File: config.mk
export PLATFORM = sky130hd
export DESIGN_NAME = key_event_scheduler_flat
export DESIGN_NICKNAME = d
export VERILOG_FILES = /design/src/rtl/key_event_scheduler_if.sv /design/src/rtl/key_event_scheduler.sv /design/src/flat_wrapper.sv
export SDC_FILE = /design/constraint.sdc
export NUM_CORES = 1
export LEC_CHECK = 0
export BUFFER_PORTS_ARGS = -buffer_cell sky130_fd_sc_hd__buf_2
export CAP_MARGIN = 25
export CORE_ASPECT_RATIO = 0.6
export CORE_MARGIN = 5
export CORE_UTILIZATION = 40
export CTS_CLUSTER_SIZE = 14
export DETAILED_ROUTE_END_ITERATION = 6
export GPL_TIMING_DRIVEN = 0
export PLACE_DENSITY = 0.6
export SYNTH_ARGS = -nofsm -noshare
export SYNTH_HDL_FRONTEND = slang
export SYNTH_SLANG_ARGS = --single-unit
File: constraint.sdc
create_clock -name clk -period 3.2 [get_ports clk]
set_input_delay 0.16 -clock clk [delete_from_list [all_inputs] [get_ports clk]]
set_output_delay 0.16 -clock clk [all_outputs]
set_load 0.01 [all_outputs]
File: src/rtl/key_event_scheduler_if.sv
`default_nettype none
// ============================================================================
// Module      : key_event_scheduler_if
// Description : Key-event delivery bus between the scheduler and its single
//               consumer. valid/ready handshake carrying one buffered event.
//   evt_valid  : head event present (scheduler -> consumer)
//   evt_code   : head event scan code (scheduler -> consumer)
//   evt_repeat : head event is an auto-repeat (scheduler -> consumer)
//   evt_ready  : consumer accepts the head event (consumer -> scheduler)
// Revision    : 1.0 - initial release
// ============================================================================
interface key_event_scheduler_if;
    logic       evt_valid;
    logic [8:0] evt_code;
    logic       evt_repeat;
    logic       evt_ready;

    modport master (
        output evt_valid,
        output evt_code,
        output evt_repeat,
        input  evt_ready
    );

    modport slave (
        input  evt_valid,
        input  evt_code,
        input  evt_repeat,
        output evt_ready
    );
endinterface
`default_nettype wire

File: src/rtl/key_event_scheduler.sv
`default_nettype none
// ============================================================================
// Module      : key_event_scheduler
// Description : Turns decoder make/break reports into discrete key events,
//               tracks one held key with auto-repeat, and queues events in a
//               first-word-fall-through FIFO read over a valid/ready bus.
//   clk, rst       : clock, asynchronous active-high reset
//   key_valid_i    : decoder strobe, last_change_i/key_is_down_i valid
//   last_change_i  : scan code of the reported key
//   key_is_down_i  : make (1) or break (0) of that key
//   enable_i       : low flushes the FIFO and discards new events
//   evt_if         : event bus (master side)
//   held_o         : a key is being tracked
//   held_code_o    : tracked key code, 0 when none
//   fifo_level_o   : number of queued events
//   overflow_cnt_o : events dropped on a full FIFO, saturating at 255
// Revision    : 1.0 - initial release
// ============================================================================
module key_event_scheduler #(
    parameter int DEPTH        = 4,
    parameter int REPEAT_DELAY = 50000000,
    parameter int REPEAT_RATE  = 10000000
) (
    input  wire logic                      clk,
    input  wire logic                      rst,
    input  wire logic                      key_valid_i,
    input  wire logic [8:0]                last_change_i,
    input  wire logic                      key_is_down_i,
    input  wire logic                      enable_i,
    key_event_scheduler_if.master          evt_if,
    output logic                           held_o,
    output logic [8:0]                     held_code_o,
    output logic [$clog2(DEPTH):0]         fifo_level_o,
    output logic [7:0]                     overflow_cnt_o
);
    localparam int PTR_W = $clog2(DEPTH);
    localparam int CNT_W = $clog2(REPEAT_DELAY + 1);
    localparam logic [CNT_W-1:0] C_FIRST_REP = CNT_W'(REPEAT_DELAY - 1);
    // Reloading to DELAY-RATE makes the next match land RATE cycles later.
    localparam logic [CNT_W-1:0] C_RELOAD    = CNT_W'(REPEAT_DELAY - REPEAT_RATE);
    localparam logic [PTR_W:0]   C_FULL      = (PTR_W + 1)'(DEPTH);

    // Entry layout: {scan code[8:0], repeat flag}
    logic [9:0]       mem_q [DEPTH];
    logic [PTR_W-1:0] wr_ptr_q, wr_ptr_d;
    logic [PTR_W-1:0] rd_ptr_q, rd_ptr_d;
    logic [PTR_W:0]   level_q, level_d;
    logic [7:0]       ovf_q, ovf_d;
    logic             held_q, held_d;
    logic [8:0]       held_code_q, held_code_d;
    logic [CNT_W-1:0] cnt_q, cnt_d;

    logic       w_press, w_release, w_repeat, w_push_req;
    logic       w_full, w_valid, w_pop, w_push, w_drop;
    logic [9:0] w_push_data;
    logic [9:0] w_head;

    assign w_press    = key_valid_i & key_is_down_i & ~held_q;
    assign w_release  = key_valid_i & ~key_is_down_i & held_q
                        & (last_change_i == held_code_q);
    // A release in the same cycle suppresses a due repeat.
    assign w_repeat   = held_q & ~w_release & (cnt_q == C_FIRST_REP);
    assign w_push_req = w_press | w_repeat;
    assign w_push_data = w_press ? {last_change_i, 1'b0} : {held_code_q, 1'b1};

    assign w_full  = (level_q == C_FULL);
    assign w_valid = (level_q != '0);
    assign w_pop   = w_valid & evt_if.evt_ready;
    // A simultaneous pop frees the slot, so a push into a full FIFO succeeds.
    assign w_push  = w_push_req & enable_i & (~w_full | w_pop);
    assign w_drop  = w_push_req & enable_i & w_full & ~w_pop;

    always_comb begin
        held_d      = held_q;
        held_code_d = held_code_q;
        cnt_d       = cnt_q;
        if (w_press) begin
            held_d      = 1'b1;
            held_code_d = last_change_i;
            cnt_d       = '0;
        end else if (w_release) begin
            held_d      = 1'b0;
            held_code_d = '0;
            cnt_d       = '0;
        end else if (held_q) begin
            cnt_d = w_repeat ? C_RELOAD : cnt_q + 1'b1;
        end
    end

    always_comb begin
        wr_ptr_d = wr_ptr_q;
        rd_ptr_d = rd_ptr_q;
        level_d  = level_q;
        ovf_d    = ovf_q;
        if (!enable_i) begin
            wr_ptr_d = '0;
            rd_ptr_d = '0;
            level_d  = '0;
        end else begin
            if (w_push) begin
                wr_ptr_d = wr_ptr_q + 1'b1;
            end
            if (w_pop) begin
                rd_ptr_d = rd_ptr_q + 1'b1;
            end
            case ({w_push, w_pop})
                2'b10:   level_d = level_q + 1'b1;
                2'b01:   level_d = level_q - 1'b1;
                default: level_d = level_q;
            endcase
            if (w_drop && ovf_q != 8'hFF) begin
                ovf_d = ovf_q + 1'b1;
            end
        end
    end

    always_ff @(posedge clk or posedge rst) begin
        if (rst) begin
            held_q      <= 1'b0;
            held_code_q <= '0;
            cnt_q       <= '0;
            wr_ptr_q    <= '0;
            rd_ptr_q    <= '0;
            level_q     <= '0;
            ovf_q       <= '0;
        end else begin
            held_q      <= held_d;
            held_code_q <= held_code_d;
            cnt_q       <= cnt_d;
            wr_ptr_q    <= wr_ptr_d;
            rd_ptr_q    <= rd_ptr_d;
            level_q     <= level_d;
            ovf_q       <= ovf_d;
        end
    end

    // Storage needs no reset: the head is masked whenever the FIFO is empty.
    always_ff @(posedge clk) begin
        if (w_push) begin
            mem_q[wr_ptr_q] <= w_push_data;
        end
    end

    assign w_head            = w_valid ? mem_q[rd_ptr_q] : '0;
    assign evt_if.evt_valid  = w_valid;
    assign evt_if.evt_code   = w_head[9:1];
    assign evt_if.evt_repeat = w_head[0];
    assign held_o            = held_q;
    assign held_code_o       = held_code_q;
    assign fifo_level_o      = level_q;
    assign overflow_cnt_o    = ovf_q;
endmodule
`default_nettype wire

File: src/flat_wrapper.sv
// flat-port wrapper written by rule: the top's interface ports become plain ports
module key_event_scheduler_flat 
#(
    parameter int DEPTH        = 4,
    parameter int REPEAT_DELAY = 50000000,
    parameter int REPEAT_RATE  = 10000000
)
  (clk, rst, key_valid_i, last_change_i, key_is_down_i, enable_i, held_o, held_code_o, fifo_level_o, overflow_cnt_o, evt_if_evt_valid, evt_if_evt_code, evt_if_evt_repeat, evt_if_evt_ready);
  key_event_scheduler_if evt_if_i ();
  input  wire logic clk;
  input  wire logic rst;
  input  wire logic key_valid_i;
  input  wire logic [8:0] last_change_i;
  input  wire logic key_is_down_i;
  input  wire logic enable_i;
  output logic held_o;
  output logic [8:0] held_code_o;
  output logic [$clog2(DEPTH):0] fifo_level_o;
  output logic [7:0] overflow_cnt_o;
  output wire logic [$bits(evt_if_i.evt_valid)-1:0] evt_if_evt_valid;
  output wire logic [$bits(evt_if_i.evt_code)-1:0] evt_if_evt_code;
  output wire logic [$bits(evt_if_i.evt_repeat)-1:0] evt_if_evt_repeat;
  input wire logic [$bits(evt_if_i.evt_ready)-1:0] evt_if_evt_ready;
  assign evt_if_evt_valid = evt_if_i.evt_valid;
  assign evt_if_evt_code = evt_if_i.evt_code;
  assign evt_if_evt_repeat = evt_if_i.evt_repeat;
  assign evt_if_i.evt_ready = evt_if_evt_ready;
  key_event_scheduler #(.DEPTH(DEPTH), .REPEAT_DELAY(REPEAT_DELAY), .REPEAT_RATE(REPEAT_RATE)) u_core (.clk(clk), .rst(rst), .key_valid_i(key_valid_i), .last_change_i(last_change_i), .key_is_down_i(key_is_down_i), .enable_i(enable_i), .evt_if(evt_if_i), .held_o(held_o), .held_code_o(held_code_o), .fifo_level_o(fifo_level_o), .overflow_cnt_o(overflow_cnt_o));
endmodule
### After elaboration in Yosys (flattened, before gate mapping)

Memories as Yosys holds them, arrays and structs flattened.
Cells that the tools add are included.

* bits in registers: 51
* latch bits: 0
* bits in writable memories: 40
* ROM bits: 0
* input port bits: 15
* output and inout port bits: 32
* word-level logic and storage cells: 65
* memories: 1

* add/sub/neg operators: 6
* multipliers: 0
* divide/modulo/power cells: 0
* $lt $le $gt $ge: 0
* equal/unequal tests: 9
* shift operators: 0
* multiplexer cells: 18
* bitwise gates (word level): 19
* reductions and logical operators: 5

Memories
* u_core.mem_q: depth 4, bits a word 10, rd ports 1, clocked after Yosys merged registers in 0, wr ports 1, RTL line key_event_scheduler.sv:44 `logic [9:0] mem_q [DEPTH];`

Operators by type and width (count)
* $mux 26: 4
* $add 26x1->26 const B: 1
* $eq 26x26->1 const B: 1
* $mux 10: 2
* $mux 9: 2
* $and 1x1->1: 12
* $eq 9x9->1: 1
* $add 8x1->8 const B: 1
* $mux 2: 4
* $ne 8x8->1 const B: 1
* $pmux 3 s2: 1
* $reduce_bool 3->1: 2
* $not 1->1: 5
* $add 2x1->2 const B: 2
* $mux 1: 4
* $ne 2x1->1 const B: 2
* $add 3x1->3 const B: 1
* $eq 3x3->1 const B: 1
* $mux 3: 1
* $ne 3x1->1 const B: 1
* $sub 3x1->3 const B: 1
* $eq 2x1->1 const B: 1
* $eq 2x2->1 const B: 1
* $or 1x1->1: 2
* other kinds (3): 3

### Depth between registers and ports, before layout

* depth after elaboration: 13
* mapped depth: 11

### Least setup slack after synthesis

Ideal clock, no wire load.

* path type: reg2reg
* start point: register u_core.cnt_q[0]
* end point: register u_core.level_q[2] (netlist: u_core.fifo_level_o[2])
* arrival time: 2.535 ns
* required time: 3.118 ns
* setup slack: 0.583 ns
* stages on the path, launching flop included: 12
* clock period less this slack: 2.617 ns
* cell sequence: dfrtp_1 -> ha_1 -> and3_2 -> nand3_2 -> or4_4 -> o21a_4 -> o21ai_0 -> fa_1 -> and2_1 -> nor3b_1 -> mux2i_1 -> a31oi_1

* longest elaborated chain between the ends: 8

Ends and longest elaborated chain
* start: declaration: RTL line key_event_scheduler.sv:51 `logic [CNT_W-1:0] cnt_q, cnt_d;`
* start signal: assignment: RTL line key_event_scheduler.sv:129 `cnt_q <= cnt_d;`
* $eq 26x26->1 (*): RTL line key_event_scheduler.sv:62 `assign w_repeat = held_q & ~w_release & (cnt_q == C_FIRST_REP);`
* $and 1x1->1 (*): RTL line key_event_scheduler.sv:62
* $or 1x1->1 (*): RTL line key_event_scheduler.sv:63 `assign w_push_req = w_press | w_repeat;`
* $and 1x1->1 (*) (2 in series): RTL line key_event_scheduler.sv:70 `assign w_push = w_push_req & enable_i & (~w_full | w_pop);`
* $eq 2x1->1 or $eq 2x2->1 (tied branches): RTL line key_event_scheduler.sv:106 `case ({w_push, w_pop})`
* $pmux 3 s2: RTL line key_event_scheduler.sv:106
* $mux 3: RTL line key_event_scheduler.sv:95 `if (!enable_i) begin`
* end signal: assignment: RTL line key_event_scheduler.sv:132 `level_q <= level_d;`
* end: declaration: RTL line key_event_scheduler.sv:47 `logic [PTR_W:0] level_q, level_d;`

Mark *: on every way between the ends. The rest lies on a longest branch, timed or not.
A chain may end at the register's enable or synchronous reset.

### Worst setup path after layout

* start point: register u_core.held_code_q[6] (netlist: u_core.held_code_o[6])
* end point: register u_core.level_q[2] (netlist: u_core.fifo_level_o[2])

* longest elaborated chain between the ends: 11

Ends and longest elaborated chain
* start: declaration: RTL line key_event_scheduler.sv:50 `logic [8:0] held_code_q, held_code_d;`
* start signal: assignment: RTL line key_event_scheduler.sv:128 `held_code_q <= held_code_d;`
* $eq 9x9->1 (*): RTL line key_event_scheduler.sv:60 `& (last_change_i == held_code_q);`
* $and 1x1->1 (*): RTL line key_event_scheduler.sv:60
* $not 1->1 (*): RTL line key_event_scheduler.sv:62
* $and 1x1->1 (*) (2 in series): RTL line key_event_scheduler.sv:62
* $or 1x1->1 (*): RTL line key_event_scheduler.sv:63
* $and 1x1->1 (*) (2 in series): RTL line key_event_scheduler.sv:70
* $eq 2x1->1 or $eq 2x2->1 (tied branches): RTL line key_event_scheduler.sv:106
* $pmux 3 s2: RTL line key_event_scheduler.sv:106
* $mux 3: RTL line key_event_scheduler.sv:95

Marks and branches as above.

==> qor.yml <==
drc: 0
hpwl_um: 7480
clkTransAtPathRegs_ns: 0.06
dp.cells: 576
maxCapViolCount: 0
power_density_nw_per_um2: 681
synth_cells: 385
tns_ns: 0
syn_area_um2: 4490
ant_nets: 0
wire_per_inst_um: 17.4
setup_viol: 0
crit_chain: "xnor2_1 > nand4_1 > nor3_1 > o21a_4 > o21ai_1 > fa_1 > or2_2 > nor2_1 > mux2i_1 > a31oi_1"
cts.sinks: 91
path_max_fanout: 8
holdPathStages: 3
cts_tree: "done"
slew_headroom_pct: 41.1
synth_cell_types: 56
critPathMaxStageDelay_ns: 0.56
layout_commonest_cell: "dfrtp_1"
diodes: 0
status: "finished, final reports clean"
drive_gt1_share_pct: 22.5
routed_wl_um: 10300
antenna_found_initial: 0
fp.coreArea_um2: 11100
final_cell_area_um2: 5240
power.leakage_nw: 2.12
r2r_cells: 10
hold_ws_ns: 0.163
cts_root_buf: "clkbuf_16"
vias: 3204
ys_top_cells_by_area: "dfrtp_1 28%, edfxtp_1 27%, mux4_2 5.0%"
start_util_pct: 40.3
hold_viol: 0
fin_crit_ns: 2.98
portBuffers: 45
synthArstFlopShare_pct: 56.0
first_global_vias: 3124
critPathBufInv: 0
clk-insertion-delay-late_ns: 0.34
layout.nets: 466
synth_fp_nets: 407
worstPathArrival_ns: 3.24
final_cell_mix: "51 x dfrtp_1, 47 x buf_2, 40 x edfxtp_1"
grt_max_degree: 40
cts_made_buffers: 9
fin_worst_skew_ns: 0.00795
synth_warnings: 0
path_class: "flop to flop"
chipWidth_um: 147
synth_seq_area_share_pct: 55.1
rsz0062_at_grt: "no"
ir_drop_uv: 307
synth_edf_count: 40
reg2reg_slack_ns: 0.22
max_freq_ghz: 0.336
globalRouteOverflowTotal: 0
crit_cells: 10
die-area_um2: 13500
hold_class: "primary input to flop"
firstDrtPassIters: 4
drtIter0Drc: 299
ios: 47
areaGrowthSynthToFinish_pct: 16.5
grt_pass1_wl_um: 16900
place_congestion: 0.831
final_max_slew_viol_count: 0
worst-endpoint-required_ns: 3.46
htree_levels: 3
cpMaxStageDelayCell: "nor3_1"
yosys_most_used_dff: "dfrtp_1"
crit_family: "simple AND/OR/NAND/NOR gates"
crit_path_end_kind: "flop"
fin_crit_sh_pct: 93.1
vias_per_cell: 5.40
rows: 30
grt.total_usage_pct: 16.0
worst_slew_pin_slew_ns: 0.876
placed_area_um2: 4920
synth_top_area_cell: "dfrtp_1"
ys_seq_elements: 91
instances_no_fill: 593
die_h_um: 92.1
synth.top_cell.area_share_pct: 28.4
clock_path_buffers: 2
syn_area_per_cell_um2: 11.7
start_kind: "flop"
==> area by class of cell <==
type | count | area [µm²]
repair buffers | 48 | 260
multi-input cells | 269 | 1910
well taps | 144 | 180
clock buffers | 9 | 225
plain buffers | 14 | 62.6
inverters | 11 | 41.3
flip-flops and latches | 91 | 2480
fillers | 1011 | 5910
clock inverters | 7 | 77.6
==> Yosys cell counts (2+ instances only) <==
cell,count
nor3_1,6
a21oi_1,11
nor2_1,17
nor4_1,4
and2_1,13
a22o_1,2
a21o_1,2
ha_1,6
nand2_1,35
a31oi_1,12
or3_1,2
clkbuf_1,9
and3_2,2
xnor2_1,13
nand4_1,13
nor4b_1,2
o211ai_1,2
nand3_1,20
o21ai_0,25
mux2_2,9
nand2b_1,2
dfrtp_1,51
o31ai_1,3
edfxtp_1,40
inv_1,11
nor2b_1,11
nand3b_1,2
mux4_2,10
and3_1,8
buf_1,2
and4_1,2
xor2_1,9
mux2i_1,6
==> metal layers <==
metal	vias up	wire length, µm	track usage, %
met1	1577	5220	24.6
met5	-	0	0
met3	10	713	3.95
met4	0	91	3.76
li1	1536	-	-
met2	81	4310	22.7
==> worst min-delay path: cells and delay by family <==
kind | cells | cell delay (ns)
simple gates | 1 | 0.09
mux | 1 | 0.05
buf+inv | 1 | 0.15
==> flip-flops by register name (all words and copies together), names as in the netlist <==
name	cells
u_core.held_code_o	9
u_core.cnt_q	26
u_core.wr_ptr_q	2
u_core.mem_q	40
u_core.held_o	1
u_core.rd_ptr_q	2
u_core.overflow_cnt_o	8
u_core.fifo_level_o	3
==> timing repair <==
action,4_1_cts,5_1_grt
setup endpoints to repair,0,1
hold buffers,1,0
resized for setup,0,1
buffers inserted,0,0
endpoints found under the hold margin,12,0
==> final timing paths <==
kind	start	end
setup / recovery	u_core.held_code_o[6]	u_core.fifo_level_o[2]
hold / removal	enable_i	u_core.fifo_level_o[0]
setup reg to reg	u_core.held_code_o[6]	u_core.fifo_level_o[2]
hold reg to reg	u_core.cnt_q[25]	u_core.cnt_q[25]
max in group asynchronous	rst	u_core.held_code_o[4]
min in group asynchronous	rst	u_core.cnt_q[14]
==> kinds of logic (layout without fill, tap and decap cells) <==
| family | after synthesis | count (layout) | share of synthesized area [%] |
|---|---|---|---|
| AO/OA/AOI/OAI | 64 | 64 | 8.74 |
| XOR/XNOR | 23 | 23 | 4.65 |
| adder cells (fa/ha/maj) | 7 | 7 | 2.12 |
| buffers and inverters | 25 | 89 | 2.31 |
| flip-flops | 91 | 91 | 55.1 |
| multiplexers | 26 | 26 | 8.85 |
| AND/OR/NAND/NOR | 149 | 149 | 18.2 |
==> where the power goes <==
part | internal, W | total [W] | switching, W
Sequential | 0.00141 | 0.00155 | 0.000134
Clock | 0.000611 | 0.00107 | 0.000462
Combinational | 0.000404 | 0.000950 | 0.000546
Total | 0.00243 | 0.00357 | 0.00114
==> stage by stage <==
| step | utilization (%) | power (W) | worst slack, ns |
|---|---|---|---|
| floorplan | - | 0.00217 | 0.583 |
| global placement | 44.0 | 0.00249 | 0.239 |
| detailed placement | 44.2 | 0.00252 | 0.251 |
| CTS | 47.0 | 0.00361 | 0.146 |
| global route | 47.0 | 0.00377 | 0.0309 |
| finish | 47.0 | 0.00357 | 0.221 |
Power figures use the tool's default switching activity.
